--- src/rtl/instr_encoder.sv ---
// MIPS instruction encoder: turns field requests into a stream of words.
// Optional macro ENCODER_RESERVED_CHECK_EN rejects op_kind=3 with err_o.
module instr_encoder #(
    parameter logic [31:0] BASE_ADDR = 32'h0040_0000,
    parameter int          DEPTH     = 64
) (
    input  logic        clk,
    input  logic        reset,
    input  logic        restart_i,
    input  logic        req_valid_i,
    output logic        req_ready_o,
    input  logic [1:0]  op_kind_i,
    input  logic [4:0]  rs_i,
    input  logic [4:0]  rt_i,
    input  logic [4:0]  rd_i,
    input  logic [4:0]  shamt_i,
    input  logic [5:0]  funct_i,
    input  logic [15:0] imm_i,
    output logic        instr_valid_o,
    input  logic        instr_ready_i,
    output logic [31:0] instr_o,
    output logic [31:0] instr_addr_o,
    output logic [10:0] count_o,
    output logic        full_o,
    output logic        err_o
);

    typedef enum logic [1:0] {
        IDLE = 2'd0,
        HOLD = 2'd1,
        FULL = 2'd2
    } state_t;

    localparam logic [10:0] DEPTH_W = 11'(DEPTH);

    state_t      state_q;
    logic [31:0] instr_q;
    logic [31:0] addr_q;
    logic [10:0] count_q;
    logic        valid_q;
    logic        full_q;
    logic        err_q;

    logic [31:0] enc_d;
    logic [10:0] count_inc;
    logic        rsv_rej;
    logic        accept;
    logic        xfer;

`ifdef ENCODER_RESERVED_CHECK_EN
    assign rsv_rej = (op_kind_i == 2'd3);
`else
    assign rsv_rej = 1'b0;
`endif

    // Field packing for the three supported opcodes; kind 3 becomes NOP.
    always_comb begin
        enc_d = 32'h0000_0000;
        unique case (op_kind_i)
            2'd0: enc_d = {6'h00, rs_i, rt_i, rd_i, shamt_i, funct_i};
            2'd1: enc_d = {6'h08, rs_i, rt_i, imm_i};
            2'd2: enc_d = {6'h0D, rs_i, rt_i, imm_i};
            default: enc_d = 32'h0000_0000;
        endcase
    end

    assign count_inc = count_q + 11'd1;

    // Ready in IDLE, or in HOLD when the held word leaves and room remains.
    always_comb begin
        req_ready_o = 1'b0;
        if (!reset && !restart_i) begin
            unique case (state_q)
                IDLE:    req_ready_o = 1'b1;
                HOLD:    req_ready_o = instr_ready_i && (count_inc < DEPTH_W);
                default: req_ready_o = 1'b0;
            endcase
        end
    end

    assign accept = req_valid_i && req_ready_o;
    assign xfer   = valid_q && instr_ready_i;

    // Control FSM with all outputs registered; reset beats restart.
    always_ff @(posedge clk) begin
        if (reset || restart_i) begin
            state_q <= IDLE;
            instr_q <= 32'h0000_0000;
            addr_q  <= BASE_ADDR;
            count_q <= 11'd0;
            valid_q <= 1'b0;
            full_q  <= 1'b0;
            err_q   <= 1'b0;
        end else begin
            err_q <= accept && rsv_rej;
            unique case (state_q)
                IDLE: begin
                    if (accept && !rsv_rej) begin
                        instr_q <= enc_d;
                        valid_q <= 1'b1;
                        state_q <= HOLD;
                    end
                end
                HOLD: begin
                    if (xfer) begin
                        count_q <= count_inc;
                        addr_q  <= addr_q + 32'd4;
                        if (accept && !rsv_rej) begin
                            instr_q <= enc_d;
                        end else if (count_inc == DEPTH_W) begin
                            valid_q <= 1'b0;
                            full_q  <= 1'b1;
                            state_q <= FULL;
                        end else begin
                            valid_q <= 1'b0;
                            state_q <= IDLE;
                        end
                    end
                end
                FULL: begin
                    valid_q <= 1'b0;
                    full_q  <= 1'b1;
                end
                default: begin
                    state_q <= IDLE;
                    valid_q <= 1'b0;
                    full_q  <= 1'b0;
                end
            endcase
        end
    end

    assign instr_valid_o = valid_q;
    assign instr_o       = instr_q;
    assign instr_addr_o  = addr_q;
    assign count_o       = count_q;
    assign full_o        = full_q;

`ifdef ENCODER_RESERVED_CHECK_EN
    assign err_o = err_q;
`else
    assign err_o = 1'b0;
    logic unused_err;
    assign unused_err = err_q;
`endif

endmodule

--- config.mk ---
export PLATFORM = sky130hd
export DESIGN_NAME = instr_encoder
export DESIGN_NICKNAME = d
export VERILOG_FILES = /design/src/rtl/instr_encoder.sv
export SDC_FILE = /design/constraint.sdc
export NUM_CORES = 1
export LEC_CHECK = 0
export BUFFER_PORTS_ARGS = -buffer_cell sky130_fd_sc_hd__buf_4
export CAP_MARGIN = 20
export CORE_ASPECT_RATIO = 1.5
export CORE_MARGIN = 5
export CORE_UTILIZATION = 48
export CTS_BUF_LIST = sky130_fd_sc_hd__clkbuf_2
export DETAILED_ROUTE_END_ITERATION = 10
export PLACE_DENSITY = 0.79
export SLEW_MARGIN = 20
export SYNTH_ARGS = -nofsm -noshare
export SYNTH_HDL_FRONTEND = slang
export SYNTH_SLANG_ARGS = --single-unit
--- constraint.sdc ---
create_clock -name clk -period 2.05 [get_ports clk]
set_input_delay 0.205 -clock clk [delete_from_list [all_inputs] [get_ports clk]]
set_output_delay 0.205 -clock clk [all_outputs]
set_load 0.02 [all_outputs]
## Yosys cells after proc, flatten, opt, wreduce, memory -nomap -nowiden

Index checks and enable logic that the tools add are counted.
Widths: inputs -> output; s select.

| operators by class | value |
|---|---|
| $add $sub $neg | 2 |
| order comparisons | 1 |
| equal/unequal tests | 9 |
| muxes and demuxes | 19 |
| bitwise operators | 2 |
| reductions and logical operators | 15 |

Operators with widths:

| cell | count |
|---|---|
| $pmux 30 s3 | 1 |
| $mux 32 | 2 |
| $pmux 32 s2 | 1 |
| $add 32x3->32 const B | 1 |
| $add 11x1->11 const B | 1 |
| $eq 11x7->1 const B | 1 |
| $lt 11x7->1 const B | 1 |
| $mux 2 | 4 |
| $ne 2x2->1 const B | 4 |
| $reduce_and 4->1 | 2 |
| $mux 1 | 7 |
| $pmux 2 s3 | 1 |
| $eq 2x1->1 const B | 2 |
| $eq 2x2->1 const B | 2 |
| $logic_and 1x1->1 | 4 |
| $logic_not 2->1 | 2 |
| $pmux 1 s2 | 2 |
| $reduce_and 2->1 | 2 |
| $pmux 1 s3 | 1 |
| $reduce_and 3->1 | 1 |
| $logic_not 1->1 | 2 |
| $not 1->1 | 2 |
| $reduce_bool 2->1 | 1 |
| $logic_or 1x1->1 | 1 |

| storage, ports and cells | value |
|---|---|
| bits in registers | 79 |
| input bits | 49 |
| output and inout bits | 79 |

## Longest topological paths before layout

Gate-level depths: netlist (run 1).

| depth | value |
|---|---|
| word-level depth | 9 |
| gate-level depth with buffers | 10 |
| gate-level depth less buffers | 7 |

## Least setup slack after synthesis (run 1)

No wires, ideal clock.

| path | value |
|---|---|
| path kind | reg2reg |
| start point | register count_q[0] (netlist: count_o[0]) |
| end point | register instr_q[10] (netlist: instr_o[10]) |
| arrival time | 2.015 ns |
| data required time | 1.918 ns |
| path slack | -0.097 ns |
| stages on the path, launching flop included | 9 |
| buffers on the path | 2 |
| clock period less this slack | 2.147 ns |
| cell sequence | dfxtp_1 ha_1 and3_1 o2111ai_1 a221o_1 buf_6 clkbuf_1 nand2_1 o311ai_1 |

| on the way | value |
|---|---|
| longest elaborated chain between the ends | 9 |

Ends and longest elaborated chain:

| what | RTL line | RTL |
|---|---|---|
| start: declaration | 39 | `logic [10:0] count_q;` |
| start signal: assignment | 106 | `count_q <= count_inc;` |
| $add 11x1->11 (*) | 67 | `assign count_inc = count_q + 11'd1;` |
| $lt 11x7->1 (*) | 75 | `HOLD: req_ready_o = instr_ready_i && (count_inc < DEPTH_W);` |
| $logic_and 1x1->1 (*) | 75 |  |
| $pmux 1 s2 (*) | 73 | `unique case (state_q)` |
| $mux 1 (*) | 72 | `if (!reset && !restart_i) begin` |
| $logic_and 1x1->1 (*) | 81 | `assign accept = req_valid_i && req_ready_o;` |
| $mux 32 (*) | n/a |  |
| $mux 32 | n/a |  |
| $pmux 32 s2 (*) | n/a |  |
| end signal: assignment | 99 | `instr_q <= enc_d;` |
| end signal: assignment | 109 | `instr_q <= enc_d;` |
| end: declaration | 37 | `logic [31:0] instr_q;` |

Every way passes the cells marked *; elsewhere a longest branch is shown, timed or not. The select of a mux whose other input is x is not followed.
A chain may end at the register's enable or synchronous reset.

## Worst setup path after layout (run 1)

| path | value |
|---|---|
| start point | register count_q[0] (netlist: count_o[0]) |
| end point | output port req_ready_o |

| on the way | value |
|---|---|
| longest elaborated chain between the ends | 5 |

Ends and longest elaborated chain:

| what | RTL line | RTL |
|---|---|---|
| $add 11x1->11 | 67 |  |
| $lt 11x7->1 | 75 |  |
| $logic_and 1x1->1 | 75 |  |
| $pmux 1 s2 | 73 |  |
| $mux 1 | 72 |  |
| end: declaration | 11 | `output logic req_ready_o,` |

No other way between the ends.

==> results of run 1 <==
[stage by stage]
step	area [µm²]	setup TNS, ps	setup WS (ps)
finish	5730	-1340	-250
global route	5730	-4150	-363
CTS	5630	-267	-267
detailed placement	5220	-139	-35.9
global placement	5220	0	67.0
floorplan	4150	0	1.82
[metal layers]
metal	routed length, µm	part of all wire [%]	track usage, %
met5	0	0	0
met4	331	2.7	10.2
met3	1030	8.3	7.27
met2	6400	52	41.1
met1	4560	37	24.4
[cell type report]
cell class              instances  area (µm²)  area share [%]
repair buffers                186        1460            25.5
well taps                     107         134            2.34
inverters                       9        33.8           0.589
flip-flops and latches         73        1470            25.7
multi-input cells             368        2470            43.0
clock buffers                   9        45.0           0.786
clock inverters                 7         118            2.05
[registers in the layout (all words and copies together), names as in the netlist]
signal and count:
count_o 11, instr_addr_o 30, full_o 1, state_q 2, instr_valid_o 1, instr_o 28
[placed cells by master (no fill, tap or decap), types with 18 or more instances in the layout]
cell type and count:
nor2_1 39, nand4_1 20, nand2_1 61, buf_4 169, o311ai_1 18, dfxtp_1 67, nand3_1 31, and3_1 27
xor2_1 25
[report_power, final]
group | internal, µW | total, µW | switching [µW]
Clock | 524 | 1080 | 553
Combinational | 171 | 354 | 183
Sequential | 1440 | 1450 | 10.8
Total | 2130 | 2880 | 747
[Yosys cell counts (3+ instances only)]
master     n
a21oi_1    9
a22o_1    16
a31oi_1    3
a32oi_1   16
and3_1    29
buf_2      5
buf_4      8
buf_6      9
clkbuf_1  22
dfxtp_1   73
ha_1      11
inv_1      9
mux2i_1   11
nand2_1   61
nand3_1   31
nand4_1   20
nor2_1    41
nor3_1     9
o21ai_0    6
o311ai_1  18
or2_2      3
or3_1      6
or4_1      4
xnor2_1    9
xor2_1    25
[path summary, 6_finish.rpt]
path,from,to,cells past startpoint
worst min-delay path,instr_ready_i,instr_valid_o,4
worst max register to register,count_o[0],instr_o[25],9
worst min register to register,full_o,full_o,2
worst max-delay path,count_o[0],req_ready_o,7
[cell families after synthesis]
group	synth area share, %
mux	2.67
xor+xnor	7.23
other cells	0.0910
simple gates	27.0
buf+inv	7.53
flops	35.5
fa+ha+maj	3.34
compound gates	16.7
[tightest hold or removal path: cells and delay by family]
kind | cells | cell delay (ps)
AOI/OAI and AO/OA | 1 | 130
buffers and inverters | 1 | 120
and+or+nand+nor | 2 | 130
[repair_timing]
item / in CTS / in global routing
hold buffers: 14 / 0
hold endpoints to repair: 14 / 0
setup endpoints to repair: 23 / 36
pin swaps: 6 / 5
resized for setup: 16 / 8
setup buffers: 6 / 8
==> results by group, run 1 <==
Synthesis
  – Synth top area share: 35.5%
  – Yosys reg bits: 73
  – Synth warnings: 0
  – Asr flop ratio synth: 0%
  – Top cells by area, synth: dfxtp_1 35%, nand2_1 5.6%, xor2_1 5.3%
  – Cells after Synth: just under 500
  – Register area share after synthesis: a little over a third
  – Synth area leader: dfxtp_1
  – Ys flop type: dfxtp_1
  – Synthesized cell area: roughly 4100 µm²
  – Post-synth cell types: 55
  – Mean Syn Cell Area: ~8.4 µm²
  – Post-synth EDFFs: 0

Finish
  – Final Util: 68.1%
  – Antenna diodes: 0
  – Filler cells: 666
  – Nets@finish: about 710
  – Area grow syn2layout: 39.1%
  – Share of layout cells above drive strength 1: between 30% and 40%
  – Layout Cells excl Fill: 759

CTS
  – Clock buffer depth: 2
  – Clock Sinks: 73
  – Clock Latency Late Sink: 550 ps
  – CTS buffer count: 9
  – Htree depth: 3
  – CTS tree: yes
  – Clock-pin slew on the worst setup and hold paths: roughly 220 ps
  – Root Buffer: clkbuf_2

GRT
  – Antenna violations before repair: 0
  – First-pass GRT wire length: around 20000 µm
  – Grt ovf: 0
  – Largest net degree at the start of global routing: 42
  – Total track usage: between 20% and 30%
  – Number of global-route vias before repair: 4357

Timing
  – Max-slew headroom: between 50 and 60%
  – Final Setup Violations: 16
  – Minimum clock period: ~2300 ps
  – Skew final: 14.9 ps
  – Fin Hold WS: roughly 53 ps
  – Hold Fails Final Rpt: 0
  – PnR worst setup slack: -250 ps
  – Max Slew Vio Count: 0
  – Worst slew pin tran: roughly 650 ps
  – Final clock period utilization by the worst path: 112%
  – RSZ-0062 raised after global routing: yes
  – Achievable clock frequency: around 430 MHz

Pwr
  – Power density cells: roughly 500 nW/µm²
  – Pleak: about 0.0025 µW
  – Peak VDD IR: 0.466 mV
  – Total power: 2880 µW

Routing
  – First-pass DRT Iterations: 7
  – Iteration-0 DRC Markers: 192
  – Antenna-violating nets left: 0
  – Remaining DRCs: 0
  – Via count: approximately 4500
  – Via-per-instance ratio: 5.92
  – Wire per inst: roughly 16 µm
  – Total Wirelength: 12300 µm

Flow run
  – Max Cap Violations: 0

Worst setup path
  – WP buf/inv: 1
  – Arr. time, crit path: about 2100 ps
  – Endpoint class of the critical path: output port
  – Slowest Stage Delay on Critical Path: about 410 ps
  – Flop2flop setup slack: -120 ps
  – Kind of critical path: reg -> out
  – Top delay family on crit path: compound AO/OA/AOI/OAI gates
  – CP max stage cell: dfxtp_4
  – CP Launch Type: flip-flop
  – CP cell instances: ha_4, nor3b_2, o2111ai_2, a22oi_2, a21oi_2, nor2_2, buf_6
  – WP data required: ~1900 ps
  – Max FO, Critical Path: 4

Floorplan
  – Die Span Y: 123 µm
  – Die area: 10600 µm²
  – Core Area: between 8000 and 9000 µm²
  – Initial Util: between 40 and 50%
  – Number of core rows: 41
  – Chip width: ~86 µm
  – Top-Level Pins: about 130

Placement
  – Cell Count Post-Placement: 715
  – Post-DP HPWL: around 8400 µm
  – Port Buffer Count: 121
  – Placer Congestion: about 0.83

Outcome
  – Failing checks: setup timing
  – Outcome: finished, violations left

Worst hold path
  – HP Class: in -> reg
(Power assumes the default switching activity.)
==> run 2, diff against run 1 <==
--- a/config.mk
+++ b/config.mk
@@ -8,7 +8,7 @@
 export BUFFER_PORTS_ARGS = -buffer_cell sky130_fd_sc_hd__buf_4
 export CAP_MARGIN = 20
 export CORE_ASPECT_RATIO = 1.5
-export CORE_MARGIN = 5
+export CORE_MARGIN = 1
 export CORE_UTILIZATION = 48
 export CTS_BUF_LIST = sky130_fd_sc_hd__clkbuf_2
 export DETAILED_ROUTE_END_ITERATION = 10
==> results by group, run 2 (synthesis gave the netlist of run 1 again) <==
Placement
  – Placer Congestion: 0.912 (+10%)
  – Post-DP HPWL: 7790 µm (-7.0%)
  – Cell Count Post-Placement: 714 (-0.14%)
  – Port Buffer Count: 121 (unchanged)
  – Placed cell areas: 5210 µm² (-0.14%)

CTS
  – Clock-pin slew on the worst setup and hold paths: 190 ps (-30 ps)
  – Htree depth: 3 (unchanged)
  – Clock Latency Late Sink: 520 ps (-30 ps)
  – CTS tree: yes
  – Clock Sinks: 73 (unchanged)
  – Clock buffer depth: 2 (unchanged)
  – CTS buffer count: 9 (unchanged)
  – Root Buffer: clkbuf_2

Timing
  – Minimum clock period: 2240 ps (-56.2 ps)
  – Max-slew headroom: 36.8% (-20 points)
  – Fin Hold WS: 82.0 ps (+28.6 ps)
  – Hold Fails Final Rpt: 0 (unchanged)
  – RSZ-0062 raised after global routing: yes
  – Max Slew Vio Count: 0 (unchanged)
  – Skew final: 29.9 ps (+15.1 ps)
  – Worst slew pin tran: 941 ps (+289 ps)
  – Final Setup Violations: 22 (+6)
  – PnR worst setup slack: -194 ps (+56.2 ps)
  – Final clock period utilization by the worst path: 109% (-2.7 points)
  – Achievable clock frequency: 446 MHz (+2.5%)

Pwr
  – Pint: 2130 µW (about the same)
  – Flop pwr share: 50.8% (+0.5 points)
  – Pleak: 0.00263 µW (+4.7%)
  – Logic pwr share: 13.2% (+0.9 points)
  – Net Sw Frac: 25.1% (-0.83 points)
  – Clock group share of total power: 36.0% (-1.4 points)
  – Power density cells: 474 nW/µm² (-5.6%)
  – Peak VDD IR: 0.518 mV (+11%)
  – Sw power: 716 µW (-4.2%)

Finish
  – Sequential Area: 1480 µm² (+0.26%)
  – Antenna diodes: 0 (unchanged)
  – Most frequent cells in the layout: 165 x buf_4, 62 x dfxtp_1, 60 x nand2_1
  – Share of layout cells above drive strength 1: 37.5% (+4.5 points)
  – Filler cells: 658 (-1.2%)
  – Area grow syn2layout: 45.9%
  – Layout Cells excl Fill: 761 (+0.26%)
  – Design Area, Final: 6010 µm² (+4.8%)
  – Most common cell after layout, fill and taps aside: buf_4
  – Area of the multi-input gates: 2640 µm² (+7.2%)
  – Max reg flops: 30 (unchanged)
  – Nets@finish: 710 (+0.42%)

Worst setup path
  – Arr. time, crit path: 2040 ps (-50 ps)
  – Worst Setup SP: count_o[0]
  – Kind of critical path: reg -> out
  – Endpoint class of the critical path: output port
  – Max FO, Critical Path: 4 (unchanged)
  – WP data required: 1850 ps (about the same)
  – Critical R2R Launch: state_q[1]
  – CP Launch Type: flip-flop

GRT
  – First-pass GRT wire length: 18700 µm (-5.2%)
  – Number of global-route vias before repair: 4168 (-4.3%)
  – Grt ovf: 0 (unchanged)
  – Largest net degree at the start of global routing: 43 (+2.4%)
  – Total track usage: 25.9% (+3.0 points)
  – Antenna violations before repair: 0 (unchanged)

Routing
  – Antenna-violating nets left: 0 (unchanged)
  – Met2 wire length: 6570 µm (+2.8%)
  – Total Wirelength: 12500 µm (+1.5%)
  – Via count: 4468 (-0.58%)
  – Top layer used by detailed routing: met4
  – M1 WL: 4630 µm (+1.5%)
  – Via-per-instance ratio: 5.87 (-0.84%)
  – Met3 routed WL: 733 µm (-29%)
  – First-pass DRT Iterations: 5 (-2)
  – Wire per inst: 16.4 µm (+1.3%)
  – Iteration-0 DRC Markers: 150 (-22%)
  – Remaining DRCs: 0 (unchanged)

Floorplan
  – Initial Util: 49.3% (+0.30 points)
  – Core Area: 8360 µm² (-0.61%)
  – Chip width: 77.6 µm (-9.3%)
  – Die Span Y: 115 µm (-6.5%)
  – Top-Level Pins: 128 (unchanged)
  – Die area: 8970 µm² (-15%)
  – Number of core rows: 41 (unchanged)

Outcome
  – Failing checks: setup timing
  – Outcome: finished, violations left

Worst hold path
  – Hold path startpoint: instr_ready_i
  – HP Class: in -> reg

Flow run
  – Max Cap Violations: 0 (unchanged)
==> run 2: per-layer routing <==
metal / GRT usage (%) / vias to the layer above
met4: 12.6 / 0
met2: 47.3 / 177
li1: - / 2104
met5: 0 / -
met1: 27.7 / 2137
met3: 6.46 / 50
==> run 2: through the flow <==
step | util [%] | setup slack [ps] | TNS, ps | total power [µW]
floorplan | - | 1.82 | 0 | 1660
global placement | 62.3 | 16.7 | 0 | 1790
detailed placement | 62.3 | -18.3 | -33.3 | 1800
CTS | 67.0 | -247 | -247 | 2840
global route | 71.9 | -304 | -3030 | 2950
finish | 71.9 | -194 | -783 | 2850
==> run 2: timing repair <==
item | 4_1_cts | 5_1_grt
gates cloned | 0 | 7
setup endpoints to repair | 20 | 36
hold buffers | 14 | 0
hold endpoints to repair | 14 | 0
resized for setup | 18 | 37
pin swaps | 6 | 34
setup buffers | 3 | 8
==> run 2: worst max-delay path: stages, from the launching register on <==
cell and delay, ps:
dfxtp_4 400, ha_4 180, nor3b_2 180, o2111ai_2 170
a22oi_2 260, a21oi_2 90, nor2_2 130, buf_6 140
==> run 2: path summary, 6_finish.rpt <==
check / to / depth (start not counted) / slack, ps
setup reg to reg: instr_o[14] / 8 / -80
hold / removal: instr_addr_o[3] / 4 / 80
hold reg to reg: full_o / 2 / 480
setup / recovery: req_ready_o / 7 / -190
==> run 2: power by group through the flow <==
stage               logic, µW  clock network [µW]  registers (µW)
finish                    377                1020            1450
global route              404                1090            1450
CTS                       349                1050            1450
detailed placement        323                   0            1480
global placement          316                   0            1480
floorplan                 163                   0            1500
==> run 2: area by class of cell <==
class | count | area share [%]
flip-flops and latches | 73 | 24.6
clock buffers | 9 | 0.750
clock inverters | 6 | 1.79
inverters | 9 | 0.562
multi-input cells | 368 | 44.0
well taps | 107 | 2.23
repair buffers | 189 | 26.1
==> run 3, diff against run 2 <==
--- a/config.mk
+++ b/config.mk
@@ -5,6 +5,7 @@
 export SDC_FILE = /design/constraint.sdc
 export NUM_CORES = 1
 export LEC_CHECK = 0
+export ABC_AREA = 1
 export BUFFER_PORTS_ARGS = -buffer_cell sky130_fd_sc_hd__buf_4
 export CAP_MARGIN = 20
 export CORE_ASPECT_RATIO = 1.5
@@ -13,7 +14,7 @@
 export CTS_BUF_LIST = sky130_fd_sc_hd__clkbuf_2
 export DETAILED_ROUTE_END_ITERATION = 10
 export PLACE_DENSITY = 0.79
-export SLEW_MARGIN = 20
+export SLEW_MARGIN = 0
 export SYNTH_ARGS = -nofsm -noshare
 export SYNTH_HDL_FRONTEND = slang
 export SYNTH_SLANG_ARGS = --single-unit
==> results by group, run 3 <==
Floorplan
  – Core Area: 8060 µm² (-3.6%)
  – Top-Level Pins: 128 (unchanged)
  – Chip width: 76.7 µm (-1.2%)
  – Die Span Y: 114 µm (-1.2%)
  – Die area: 8760 µm² (-2.3%)
  – Number of core rows: 40 (-2.4%)
  – Initial Util: 49.9% (+0.63 points)

Synthesis
  – Ys flop type: dfxtp_1
  – Register area share after synthesis: 36.3% (+0.87 points)
  – Most numerous cell in the Yosys netlist: nand2_1
  – Asr flop ratio synth: 0% (unchanged)
  – Post-synth cell types: 36 (-35%)
  – Synth warnings: 0 (unchanged)
  – Top cells by area, synth: dfxtp_1 36%, nand2_1 13%, inv_1 6.5%
  – Cells after Synth: 588 (+20%)
  – Synth top area share: 36.3% (+0.87 points)
  – Most frequent cells after synthesis: 140 x nand2_1, 73 x dfxtp_1, 70 x inv_1
  – Mean Syn Cell Area: 6.84 µm² (-18%)
  – Synthesized cell area: 4020 µm² (-2.4%)
  – Yosys reg bits: 73 (unchanged)
  – Post-synth EDFFs: 0 (unchanged)
  – Synth area leader: dfxtp_1

Worst setup path
  – Top delay family on crit path: simple AND/OR/NAND/NOR gates
  – Kind of critical path: reg -> reg
  – CP Launch Type: flip-flop
  – Max FO, Critical Path: 14 (+10)
  – Slowest Stage Delay on Critical Path: 400 ps (about the same)
  – Endpoint class of the critical path: flip-flop
  – WP data required: 2480 ps (+630 ps)
  – CP cell instances: buf_6, nand3_4, nor2_4, buf_4, nand3_1, nand2_2, nor2_4, nand3_2, buf_4, nand2_4, nand4_4, buf_6, buf_12, nand2_1, o21ai_2, and2_1
  – Arr. time, crit path: 2610 ps (+570 ps)
  – WP buf/inv: 5 (+4)
  – CP max stage cell: dfxtp_4

Finish
  – Sequential Area: 1490 µm² (+0.85%)
  – Nets@finish: 819 (+15%)
  – Antenna diodes: 0 (unchanged)
  – Max reg flops: 30 (unchanged)
  – Area grow syn2layout: 47.1%
  – Most common cell after layout, fill and taps aside: buf_4
  – Filler cells: 605 (-8.1%)
  – Design Area, Final: 5920 µm² (-1.6%)
  – Layout Cells excl Fill: 869 (+14%)
  – Most frequent cells in the layout: 163 x buf_4, 132 x nand2_1, 67 x inv_1
  – Area of the multi-input gates: 2370 µm² (-10%)
  – Share of layout cells above drive strength 1: 37.3% (-0.16 points)

Pwr
  – Clock group share of total power: 29.2% (-6.8 points)
  – Peak VDD IR: 0.291 mV (-44%)
  – Pleak: 0.00261 µW (-0.81%)
  – Pint: 1920 µW (-10%)
  – Flop pwr share: 53.8% (+3.0 points)
  – Power density cells: 451 nW/µm² (-4.8%)
  – Logic pwr share: 17.0% (+3.8 points)
  – Net Sw Frac: 28.1% (+3.0 points)
  – Sw power: 749 µW (+4.7%)

Timing
  – Skew final: 19.1 ps (-10.8 ps)
  – Hold Fails Final Rpt: 0 (unchanged)
  – Worst slew pin tran: 1240 ps (+295 ps)
  – Max-slew headroom: 17.3% (-19 points)
  – Final Setup Violations: 29 (+32%)
  – Achievable clock frequency: 458 MHz (+2.7%)
  – Final clock period utilization by the worst path: 107% (-2.9 points)
  – PnR worst setup slack: -134 ps (+59.8 ps)
  – Max Slew Vio Count: 0 (unchanged)
  – RSZ-0062 raised after global routing: yes
  – Minimum clock period: 2180 ps (-59.8 ps)

GRT
  – Largest net degree at the start of global routing: 33 (-23%)
  – Grt ovf: 0 (unchanged)
  – First-pass GRT wire length: 18500 µm (-0.92%)
  – Number of global-route vias before repair: 4097 (-1.7%)
  – Antenna violations before repair: 0 (unchanged)
  – Total track usage: 26.6% (+0.68 points)

CTS
  – Clock Sinks: 73 (unchanged)
  – Clock-pin slew on the worst setup and hold paths: 180 ps (about the same)
  – CTS tree: yes
  – Clock buffer depth: 2 (unchanged)
  – Root Buffer: clkbuf_2
  – CTS buffer count: 9 (unchanged)
  – Htree depth: 3 (unchanged)
  – Clock Latency Late Sink: 520 ps (about the same)

Routing
  – Via count: 4497 (+0.65%)
  – Met2 wire length: 6540 µm (-0.52%)
  – M1 WL: 4750 µm (+2.7%)
  – Met3 routed WL: 816 µm (+11%)
  – Via-per-instance ratio: 5.17 (-12%)
  – Total Wirelength: 12400 µm (-0.93%)
  – Antenna-violating nets left: 0 (unchanged)
  – Iteration-0 DRC Markers: 201 (+34%)
  – Wire per inst: 14.3 µm (-13%)
  – First-pass DRT Iterations: 7 (+2)
  – Remaining DRCs: 0 (unchanged)
  – Top layer used by detailed routing: met4

Flow run
  – Max Cap Violations: 0 (unchanged)

Placement
  – Setup slack at placement: -125 ps (-106 ps)
  – Port Buffer Count: 121 (unchanged)
  – Post-DP HPWL: 8010 µm (+2.9%)
  – Placed cell areas: 5120 µm² (-1.8%)
  – Placer Congestion: 0.886 (-2.9%)
  – Cell Count Post-Placement: 816 (+14%)

Outcome
  – Failing checks: setup timing
  – Outcome: finished, violations left

Worst hold path
  – HP Class: in -> reg
==> run 3: cell types whose count changed after synthesis, moves of 12 or more <==
cell and delta:
and2_1 +14, a22o_1 -16, nand2_2 +12, o311ai_1 -18
nand2_1 +79, and3_1 -28, o21ai_0 +37, a21oi_1 +32
xor2_1 -18, a32oi_1 -16, inv_1 +61
==> run 3: final cells by class <==
type,count,area share [%]
clock inverter,4,0.740
sequential,73,25.2
clock buffer,12,1.02
tap,105,2.22
multi-input combinational,413,40.1
inverter,79,5.01
timing repair buffer,183,25.7
==> run 3: through the flow <==
stage	hold WS, ps	setup TNS [ps]	power [µW]	utilization, %
after floorplan	377	0	1690	-
after global placement	437	0	1810	63.6
after detailed placement	451	-340	1810	63.6
after CTS	0.557	-4150	2660	69.6
after global routing	49.7	-6090	2810	73.4
final	83.7	-1910	2670	73.4
==> run 3: power by group through the flow <==
stage	Combinational [µW]	Sequential [µW]	Clock, µW
global placement	335	1470	0
detailed placement	343	1470	0
CTS	410	1440	805
finish	453	1440	779
global route	493	1440	875
floorplan	206	1480	0
==> run 3: worst paths after layout <==
path          startpoint          end  slack, ps  depth (start not counted)
max           count_o[1]  instr_o[12]       -130                         16
min                reset   count_o[8]         80                          6
max reg2reg   count_o[1]  instr_o[12]       -130                         16
min reg2reg  instr_o[29]  instr_o[29]        480                          2
==> run 3: cells by family after synthesis <==
| group | Yosys count | share of synthesized area, % |
|---|---|---|
| other | 1 | 0.0933 |
| buffers and inverters | 107 | 11.4 |
| and+or+nand+nor | 285 | 33.6 |
| adders and majority gates | 11 | 3.42 |
| xor gates and xnor gates | 8 | 1.74 |
| AOI/OAI and AO/OA | 103 | 13.3 |
| DFF | 73 | 36.3 |
==> run 3: worst register-to-register path: cells and delay by family (launching register included) <==
family / cells / cell delay [ps]
AO/OA/AOI/OAI: 1 / 60
buffers and inverters: 5 / 710
flip-flops: 1 / 400
AND/OR/NAND/NOR: 10 / 930
==> run 3: repair_timing <==
action                                  in CTS  in global routing
cloned                                       3                  2
hold endpoints to repair                     9                  0
resized for setup                           36                 54
endpoints found under the setup margin      32                 46
setup buffers                               10                 13
pin swaps                                   13                 19
hold buffers                                 9                  0
==> run 3: routing by layer <==
layer | GRT usage, % | up-vias
met4 | 12.9 | 0
met5 | 0 | -
li1 | - | 2224
met1 | 28.5 | 2071
met3 | 6.29 | 27
met2 | 48.5 | 175
